**src/rtl/dcache_mshr_if.sv**
```systemverilog
// Bundles the LSQ request, memory bus, cache fill, CDB and halt signals of dcache_mshr.
// master = environment side (LSQ / memory model), slave = the MSHR itself.
interface dcache_mshr_if #(
  parameter int unsigned QDEPTH   = 16,
  parameter int unsigned IDX_BITS = 7,
  parameter int unsigned TAG_BITS = 22,
  parameter int unsigned PR_W     = 7,
  parameter int unsigned AR_W     = 5
);
  localparam int unsigned CNT_W = $clog2(QDEPTH) + 1;

  logic                req_valid;
  logic                req_ready;
  logic                req_is_store;
  logic [63:0]         req_addr;
  logic [63:0]         req_data;
  logic [PR_W-1:0]     req_pr;
  logic [AR_W-1:0]     req_ar;

  logic [1:0]          mem_command;
  logic [63:0]         mem_addr;
  logic [63:0]         mem_data;
  logic [3:0]          mem_response;
  logic [3:0]          mem_tag;
  logic [63:0]         mem_rdata;

  logic                fill_en;
  logic [IDX_BITS-1:0] fill_idx;
  logic [TAG_BITS-1:0] fill_tag;
  logic [63:0]         fill_data;

  logic                cdb_en;
  logic [PR_W-1:0]     cdb_pr;
  logic [AR_W-1:0]     cdb_ar;
  logic [63:0]         cdb_data;

  logic                halt_req;
  logic                halt_done;
  logic [CNT_W-1:0]    q_count;
  logic [3:0]          outstanding;
  logic                proto_err;

  modport master (
    output req_valid, req_is_store, req_addr, req_data, req_pr, req_ar,
    output mem_response, mem_tag, mem_rdata, halt_req,
    input  req_ready, mem_command, mem_addr, mem_data,
    input  fill_en, fill_idx, fill_tag, fill_data,
    input  cdb_en, cdb_pr, cdb_ar, cdb_data,
    input  halt_done, q_count, outstanding, proto_err
  );

  modport slave (
    input  req_valid, req_is_store, req_addr, req_data, req_pr, req_ar,
    input  mem_response, mem_tag, mem_rdata, halt_req,
    output req_ready, mem_command, mem_addr, mem_data,
    output fill_en, fill_idx, fill_tag, fill_data,
    output cdb_en, cdb_pr, cdb_ar, cdb_data,
    output halt_done, q_count, outstanding, proto_err
  );
endinterface

```
**src/rtl/dcache_mshr.sv**
```systemverilog
// Non-blocking data-cache miss controller: in-order request FIFO toward the tagged
// memory bus, tag table for outstanding loads, fill/CDB on return, and halt drain.
module dcache_mshr #(
  parameter int unsigned QDEPTH   = 16,
  parameter int unsigned NTAG     = 15,
  parameter int unsigned IDX_BITS = 7,
  parameter int unsigned TAG_BITS = 22,
  parameter int unsigned PR_W     = 7,
  parameter int unsigned AR_W     = 5
) (
  input  logic         clock,
  input  logic         reset,
  dcache_mshr_if.slave bus
);
  localparam int unsigned PTR_W   = $clog2(QDEPTH);
  localparam int unsigned CNT_W   = PTR_W + 1;
  localparam logic [3:0]  TAG_MAX = 4'(NTAG);

  typedef struct packed {
    logic            is_store;
    logic [63:0]     addr;
    logic [63:0]     data;
    logic [PR_W-1:0] pr;
    logic [AR_W-1:0] ar;
  } req_t;

  typedef enum logic [1:0] {RUN, DRAIN, DONE} halt_state_t;

  req_t                fifo [QDEPTH];
  logic [PTR_W-1:0]    head, tail;
  logic [CNT_W-1:0]    count;

  logic [15:0]         valid;
  logic [IDX_BITS-1:0] ent_idx [16];
  logic [TAG_BITS-1:0] ent_tag [16];
  logic [PR_W-1:0]     ent_pr  [16];
  logic [AR_W-1:0]     ent_ar  [16];

  req_t                head_ent;
  logic                empty, full, push, pop, alloc, ret_hit, collide;
  logic [IDX_BITS-1:0] head_idx;
  logic [TAG_BITS-1:0] head_tag;
  logic [3:0]          n_out;
  logic                proto_q;
  halt_state_t         state, state_next;
  logic                unused_addr_lsb;

  assign head_ent = fifo[head];
  assign empty    = count == '0;
  assign full     = count == CNT_W'(QDEPTH);
  assign push     = bus.req_valid & ~full;
  assign pop      = ~empty & (bus.mem_response != '0);
  assign alloc    = pop & ~head_ent.is_store & (bus.mem_response <= TAG_MAX);
  assign ret_hit  = (bus.mem_tag != '0) & valid[bus.mem_tag];
  // A tag freed by a return in the same cycle may be reallocated without error.
  assign collide  = pop & valid[bus.mem_response]
                  & ~(ret_hit & (bus.mem_tag == bus.mem_response));

  assign {head_tag, head_idx} = head_ent.addr[3+IDX_BITS+TAG_BITS-1:3];
  assign unused_addr_lsb      = ^head_ent.addr[2:0];

  always_ff @(posedge clock) begin
    if (reset) begin
      head    <= '0;
      tail    <= '0;
      count   <= '0;
      proto_q <= 1'b0;
    end else begin
      if (push) tail <= tail + 1'b1;
      if (pop)  head <= head + 1'b1;
      count <= count + CNT_W'(push) - CNT_W'(pop);
      if (collide) proto_q <= 1'b1;
    end
  end

  always_ff @(posedge clock) begin
    if (push)
      fifo[tail] <= '{is_store: bus.req_is_store,
                      addr:     bus.req_addr,
                      data:     bus.req_is_store ? bus.req_data : '0,
                      pr:       bus.req_pr,
                      ar:       bus.req_ar};
  end

  always_ff @(posedge clock) begin
    if (reset) begin
      valid <= '0;
    end else begin
      if (ret_hit) valid[bus.mem_tag]      <= 1'b0;
      if (alloc)   valid[bus.mem_response] <= 1'b1;
    end
  end

  always_ff @(posedge clock) begin
    if (alloc) begin
      ent_idx[bus.mem_response] <= head_idx;
      ent_tag[bus.mem_response] <= head_tag;
      ent_pr[bus.mem_response]  <= head_ent.pr;
      ent_ar[bus.mem_response]  <= head_ent.ar;
    end
  end

  always_comb begin
    n_out = '0;
    for (int unsigned i = 0; i < 16; i++) n_out = n_out + 4'(valid[i]);
  end

  always_comb begin
    bus.mem_command = '0;
    bus.mem_addr    = '0;
    bus.mem_data    = '0;
    if (!empty) begin
      bus.mem_command = head_ent.is_store ? 2'd2 : 2'd1;
      bus.mem_addr    = {head_ent.addr[63:3], 3'b000};
      bus.mem_data    = head_ent.data;
    end
  end

  always_comb begin
    bus.fill_en   = 1'b0;
    bus.fill_idx  = '0;
    bus.fill_tag  = '0;
    bus.fill_data = '0;
    bus.cdb_en    = 1'b0;
    bus.cdb_pr    = '0;
    bus.cdb_ar    = '0;
    bus.cdb_data  = '0;
    if (ret_hit) begin
      bus.fill_en   = 1'b1;
      bus.fill_idx  = ent_idx[bus.mem_tag];
      bus.fill_tag  = ent_tag[bus.mem_tag];
      bus.fill_data = bus.mem_rdata;
      bus.cdb_en    = 1'b1;
      bus.cdb_pr    = ent_pr[bus.mem_tag];
      bus.cdb_ar    = ent_ar[bus.mem_tag];
      bus.cdb_data  = bus.mem_rdata;
    end
  end

  always_ff @(posedge clock) begin
    if (reset) state <= RUN;
    else       state <= state_next;
  end

  always_comb begin
    state_next = state;
    case (state)
      RUN:     if (bus.halt_req) state_next = DRAIN;
      DRAIN:   if (empty && n_out == '0 && !push) state_next = DONE;
      DONE:    state_next = DONE;
      default: state_next = RUN;
    endcase
  end

  assign bus.req_ready   = ~full;
  assign bus.q_count     = count;
  assign bus.outstanding = n_out;
  assign bus.proto_err   = proto_q;
  assign bus.halt_done   = state == DONE;
endmodule
```
**src/flat_wrapper.sv**
```systemverilog
// flat-port wrapper written by rule: the top's interface ports become plain ports
module dcache_mshr_flat 
#(
  parameter int unsigned QDEPTH   = 16,
  parameter int unsigned NTAG     = 15,
  parameter int unsigned IDX_BITS = 7,
  parameter int unsigned TAG_BITS = 22,
  parameter int unsigned PR_W     = 7,
  parameter int unsigned AR_W     = 5
)
  (clock, reset, bus_req_valid, bus_req_is_store, bus_req_addr, bus_req_data, bus_req_pr, bus_req_ar, bus_mem_response, bus_mem_tag, bus_mem_rdata, bus_halt_req, bus_req_ready, bus_mem_command, bus_mem_addr, bus_mem_data, bus_fill_en, bus_fill_idx, bus_fill_tag, bus_fill_data, bus_cdb_en, bus_cdb_pr, bus_cdb_ar, bus_cdb_data, bus_halt_done, bus_q_count, bus_outstanding, bus_proto_err);
  dcache_mshr_if #(.QDEPTH(QDEPTH), .IDX_BITS(IDX_BITS), .TAG_BITS(TAG_BITS), .PR_W(PR_W), .AR_W(AR_W)) bus_i ();
  input  logic clock;
  input  logic reset;
  input wire logic [$bits(bus_i.req_valid)-1:0] bus_req_valid;
  input wire logic [$bits(bus_i.req_is_store)-1:0] bus_req_is_store;
  input wire logic [$bits(bus_i.req_addr)-1:0] bus_req_addr;
  input wire logic [$bits(bus_i.req_data)-1:0] bus_req_data;
  input wire logic [$bits(bus_i.req_pr)-1:0] bus_req_pr;
  input wire logic [$bits(bus_i.req_ar)-1:0] bus_req_ar;
  input wire logic [$bits(bus_i.mem_response)-1:0] bus_mem_response;
  input wire logic [$bits(bus_i.mem_tag)-1:0] bus_mem_tag;
  input wire logic [$bits(bus_i.mem_rdata)-1:0] bus_mem_rdata;
  input wire logic [$bits(bus_i.halt_req)-1:0] bus_halt_req;
  output wire logic [$bits(bus_i.req_ready)-1:0] bus_req_ready;
  output wire logic [$bits(bus_i.mem_command)-1:0] bus_mem_command;
  output wire logic [$bits(bus_i.mem_addr)-1:0] bus_mem_addr;
  output wire logic [$bits(bus_i.mem_data)-1:0] bus_mem_data;
  output wire logic [$bits(bus_i.fill_en)-1:0] bus_fill_en;
  output wire logic [$bits(bus_i.fill_idx)-1:0] bus_fill_idx;
  output wire logic [$bits(bus_i.fill_tag)-1:0] bus_fill_tag;
  output wire logic [$bits(bus_i.fill_data)-1:0] bus_fill_data;
  output wire logic [$bits(bus_i.cdb_en)-1:0] bus_cdb_en;
  output wire logic [$bits(bus_i.cdb_pr)-1:0] bus_cdb_pr;
  output wire logic [$bits(bus_i.cdb_ar)-1:0] bus_cdb_ar;
  output wire logic [$bits(bus_i.cdb_data)-1:0] bus_cdb_data;
  output wire logic [$bits(bus_i.halt_done)-1:0] bus_halt_done;
  output wire logic [$bits(bus_i.q_count)-1:0] bus_q_count;
  output wire logic [$bits(bus_i.outstanding)-1:0] bus_outstanding;
  output wire logic [$bits(bus_i.proto_err)-1:0] bus_proto_err;
  assign bus_i.req_valid = bus_req_valid;
  assign bus_i.req_is_store = bus_req_is_store;
  assign bus_i.req_addr = bus_req_addr;
  assign bus_i.req_data = bus_req_data;
  assign bus_i.req_pr = bus_req_pr;
  assign bus_i.req_ar = bus_req_ar;
  assign bus_i.mem_response = bus_mem_response;
  assign bus_i.mem_tag = bus_mem_tag;
  assign bus_i.mem_rdata = bus_mem_rdata;
  assign bus_i.halt_req = bus_halt_req;
  assign bus_req_ready = bus_i.req_ready;
  assign bus_mem_command = bus_i.mem_command;
  assign bus_mem_addr = bus_i.mem_addr;
  assign bus_mem_data = bus_i.mem_data;
  assign bus_fill_en = bus_i.fill_en;
  assign bus_fill_idx = bus_i.fill_idx;
  assign bus_fill_tag = bus_i.fill_tag;
  assign bus_fill_data = bus_i.fill_data;
  assign bus_cdb_en = bus_i.cdb_en;
  assign bus_cdb_pr = bus_i.cdb_pr;
  assign bus_cdb_ar = bus_i.cdb_ar;
  assign bus_cdb_data = bus_i.cdb_data;
  assign bus_halt_done = bus_i.halt_done;
  assign bus_q_count = bus_i.q_count;
  assign bus_outstanding = bus_i.outstanding;
  assign bus_proto_err = bus_i.proto_err;
  dcache_mshr #(.QDEPTH(QDEPTH), .NTAG(NTAG), .IDX_BITS(IDX_BITS), .TAG_BITS(TAG_BITS), .PR_W(PR_W), .AR_W(AR_W)) u_core (.clock(clock), .reset(reset), .bus(bus_i));
endmodule
```
**config.mk**
```make
export PLATFORM = sky130hd
export DESIGN_NAME = dcache_mshr_flat
export DESIGN_NICKNAME = d
export VERILOG_FILES = /design/src/rtl/dcache_mshr_if.sv /design/src/rtl/dcache_mshr.sv /design/src/flat_wrapper.sv
export SDC_FILE = /design/constraint.sdc
export NUM_CORES = 2
export LEC_CHECK = 0
export ABC_AREA = 1
export CAP_MARGIN = 40
export CORE_ASPECT_RATIO = 0.5
export CORE_MARGIN = 2
export CORE_UTILIZATION = 30
export CTS_CLUSTER_DIAMETER = 100
export CTS_CLUSTER_SIZE = 14
export DETAILED_ROUTE_END_ITERATION = 12
export DONT_BUFFER_PORTS = 1
export SLEW_MARGIN = 10
export SYNTH_ARGS = -nofsm -noshare
export SYNTH_HDL_FRONTEND = slang
export SYNTH_SLANG_ARGS = --single-unit
```
**constraint.sdc**
```tcl
create_clock -name clock -period 9.3 [get_ports clock]
set_input_delay 1.86 -clock clock [delete_from_list [all_inputs] [get_ports clock]]
set_output_delay 1.86 -clock clock [all_outputs]
set_load 0.02 [all_outputs]
```
==> run summary <==
hold path cells: 2
CTS max path bufs: 4
number of global-route vias before repair: 64,830
Initial Util: 30.15%
sequential power share: 48.1%
Worst Setup Path Type: flip-flop to primary output
crit path max fanout: 178
Critical Path End Type: primary output
clock power share: 27.0%
min-delay worst type: flip-flop to flip-flop
Routed Antenna Nets: 0
ratio of final minimum period to clock period: 70.57%
nets: 8,089
minimum clock period: 6.563 ns
commonest non-fill, non-tap cell in the layout: edfxtp_1
R2R Setup Slk: 4.77 ns
setup tns final: 0 ns
RSZ-0062 raised after global routing: no
average size of a mapped cell: 14.07 um2
hold wc startpoint: u_core.head[2]$_SDFFE_PP0P_
final-report setup violation count: 0
Syn Inst Count: 8,044
Root Buffer: clkbuf_16
Critical Path AT: 4.70 ns
DPL Wire Length: 151,900 um
CTS resizes: 0
Die Wd: 872.6 um
Comb pwr share: 25.0%
Post-Syn Area: 113,200 um2
die area: 382,500 um2
first-pass GRT wire length: 447,200 um
DR iter-0 viols: 7,611
CP Launch Type: flip-flop
Hold-fix buffers, CTS: 0
initial antenna violation count: 14
Max-Cap Viols: 0
Core Footprint: 375,400 um2
Setup WS pre-CTS: 2.767 ns
post-synth cell types: 38
CTS Sinks: 2,900
Yosys Warn Count: 0
number of synthesized register bits: 2,900
sequential cell area fraction in the yosys report: 76.62%
Routed WL: 310,700 um
Pwr Density: 262.6 nW/um2
I/O Pins: 530
WP data required: 7.44 ns
leakage power: 38.56 nW
Residual DRC: 0
Setup Buffers After CTS: 0
H-Tree Depth: 4
P&R area growth vs syn: 10.20%
CTS tree: yes
grt ovf: 0
fin. max-slew vios: 0
final setup margin: 2.737 ns
Port Buffers: 0
Peak VDD IR: 0.0002616 V
CTS buffer count: 233
worst-margin pin slew: 1.191 ns
final clock skew: 0.08473 ns
Via density: 5.277
largest net degree at the start of global routing: 261
die height: 438.3 um
Sw Share: 33.01%
Worst-path clk slew: 0.07 ns
RD Place Congestion: 0.7773
Vias: 67,940
status: complete, no violations
commonest non-fill, non-tap cells in the layout: 2,864 x edfxtp_1, 1,272 x nor2_1, 1,215 x o21ai_0
Switch Pwr: 0.01081 W
layout cells sized above 1: 6.173%
cell count of the worst reg-to-reg path: 8
Hold Vio Cnt, Final: 0
Int Pwr: 0.02194 W
drt pass-1 iters: 6
Fmax achieved: 152.4 MHz
Max-Slew Margin vs Limit: 20.60%
later-pin clock latency in the skew report: 0.92 ns
reg2reg end: u_core.ent_tag[15][1]$_DFFE_PP_
gr usage total: 15.44%
FP Rows: 159
WL/cell: 24.13 um
-- layer usage --
metal  up-vias  global-route usage [%]  routed length [um]
li1      29990                       -                   -
met2      2560                   26.80              153200
met3       452                   1.779               18300
met4         2                   5.058               10290
met1     34940                   20.23              128900
met5         -                       0                  13
-- kinds of logic (layout without fill, tap and decap cells) --
logic type / count (synthesis) / after routing / share of synthesized area, %
flops: 2900 / 2900 / 76.62
other cells: 1 / 54 / 0.003313
buf+inv: 890 / 676 / 3.775
compound gates: 2494 / 2494 / 13.10
fa+ha+maj: 30 / 30 / 0.4046
xor+xnor: 6 / 6 / 0.04643
simple gates: 1723 / 1723 / 6.046
-- worst max path at each step --
stage	start	end	slack, ns	depth (start not counted)
floorplan	bus_req_valid	u_core.fifo[0][0]$_DFFE_PP_	0.72	4
global placement	bus_mem_tag[3]	bus_fill_data[51]	2.69	8
detailed placement	bus_mem_tag[0]	bus_cdb_pr[4]	2.77	8
CTS	flip-flop	bus_mem_addr[13]	2.69	8
global route	flip-flop	bus_mem_addr[13]	2.51	8
finish	flip-flop	bus_mem_addr[3]	2.74	9
-- cells in the mapped netlist --
| cell type | instances | area share, % |
|---|---|---|
| a21oi_1 | 145 | 0.64 |
| a31oi_1 | 1 | 0.0055 |
| and2_1 | 6 | 0.033 |
| buf_1 | 14 | 0.046 |
| buf_12 | 1 | 0.018 |
| buf_2 | 169 | 0.75 |
| buf_4 | 117 | 0.78 |
| buf_6 | 35 | 0.35 |
| clkbuf_1 | 321 | 1.1 |
| clkinv_1 | 2 | 0.0066 |
| conb_1 | 1 | 0.0033 |
| dfxtp_1 | 36 | 0.64 |
| edfxtp_1 | 2864 | 76 |
| fa_1 | 11 | 0.19 |
| ha_1 | 19 | 0.21 |
| inv_1 | 228 | 0.76 |
| inv_2 | 2 | 0.0066 |
| inv_4 | 1 | 0.0055 |
| nand2_1 | 246 | 0.82 |
| nand2_2 | 2 | 0.011 |
| nand3_1 | 114 | 0.50 |
| nand3_2 | 1 | 0.0088 |
| nand4_1 | 52 | 0.29 |
| nand4_2 | 8 | 0.088 |
| nor2_1 | 1291 | 4.3 |
| nor3_1 | 1 | 0.0044 |
| o211ai_1 | 152 | 1.0 |
| o21ai_0 | 1216 | 5.4 |
| o21ai_1 | 104 | 0.46 |
| o21ai_2 | 1 | 0.0077 |
| o221ai_1 | 341 | 2.6 |
| o22ai_1 | 531 | 2.9 |
| o22ai_2 | 2 | 0.022 |
| o31ai_1 | 1 | 0.0066 |
| or2_1 | 1 | 0.0055 |
| or2_2 | 1 | 0.0055 |
| xnor2_1 | 1 | 0.0077 |
| xor2_1 | 5 | 0.039 |
-- metrics by stage --
| stage | cell area (um2) | hold slack (ns) | instances | utilization (%) | power (W) |
|---|---|---|---|---|---|
| 3_3_place_gp | 117700 | 0.4408 | 12540 | 31.35 | 0.02387 |
| 3_5_place_dp | 118600 | 0.4466 | 12600 | 31.58 | 0.02422 |
| 6_report | 124700 | 0.4308 | 12870 | 33.23 | 0.03276 |
| 2_1_floorplan | 113300 | 0.4363 | 8087 | - | 0.02149 |
| 5_1_grt | 124700 | 0.4597 | 12870 | 33.22 | 0.03404 |
| 4_1_cts | 124700 | 0.4397 | 12860 | 33.21 | 0.03292 |
-- registers in the layout, summed over array words and instances, names as in the netlist, named ones only --
name	flops
u_core.bus.proto_err	1
u_core.ent_idx	112
u_core.head	4
u_core.tail	4
u_core.bus.q_count	5
u_core.ent_tag	352
u_core.state	2
u_core.ent_ar	80
u_core.valid	16
u_core.fifo	2208
u_core.ent_pr	112
-- power groups by stage --
stage | registers, W | clock network (W) | logic (W)
3_3_place_gp | 0.0160 | 0 | 0.00785
5_1_grt | 0.0158 | 0.00942 | 0.00884
4_1_cts | 0.0157 | 0.00896 | 0.00822
2_1_floorplan | 0.0160 | 0 | 0.00551
6_report | 0.0157 | 0.00883 | 0.00818
3_5_place_dp | 0.0160 | 0 | 0.00820
-- cell type report --
class                   count  area, um2
clock inverters            10      160.2
flip-flops and latches   2900      86740
diodes                     10      25.02
inverters                 233      923.4
well taps                4991       6245
repair buffers            177       2173
fillers                 36150     250700
multi-input cells        4297      22520
clock buffers             256       5948
-- worst max-delay path, cell delays in order (launching register included) --
cell and delay (ns):
dfxtp_4 0.66, buf_12 0.60, buf_4 0.45, buf_16 0.30
o21ai_0 0.15, o22ai_1 0.18, nand2_1 0.07, nand3_1 0.16
nand2_1 0.41, nor2_1 0.49
Note: power is estimated with default switching activity, not from simulation.
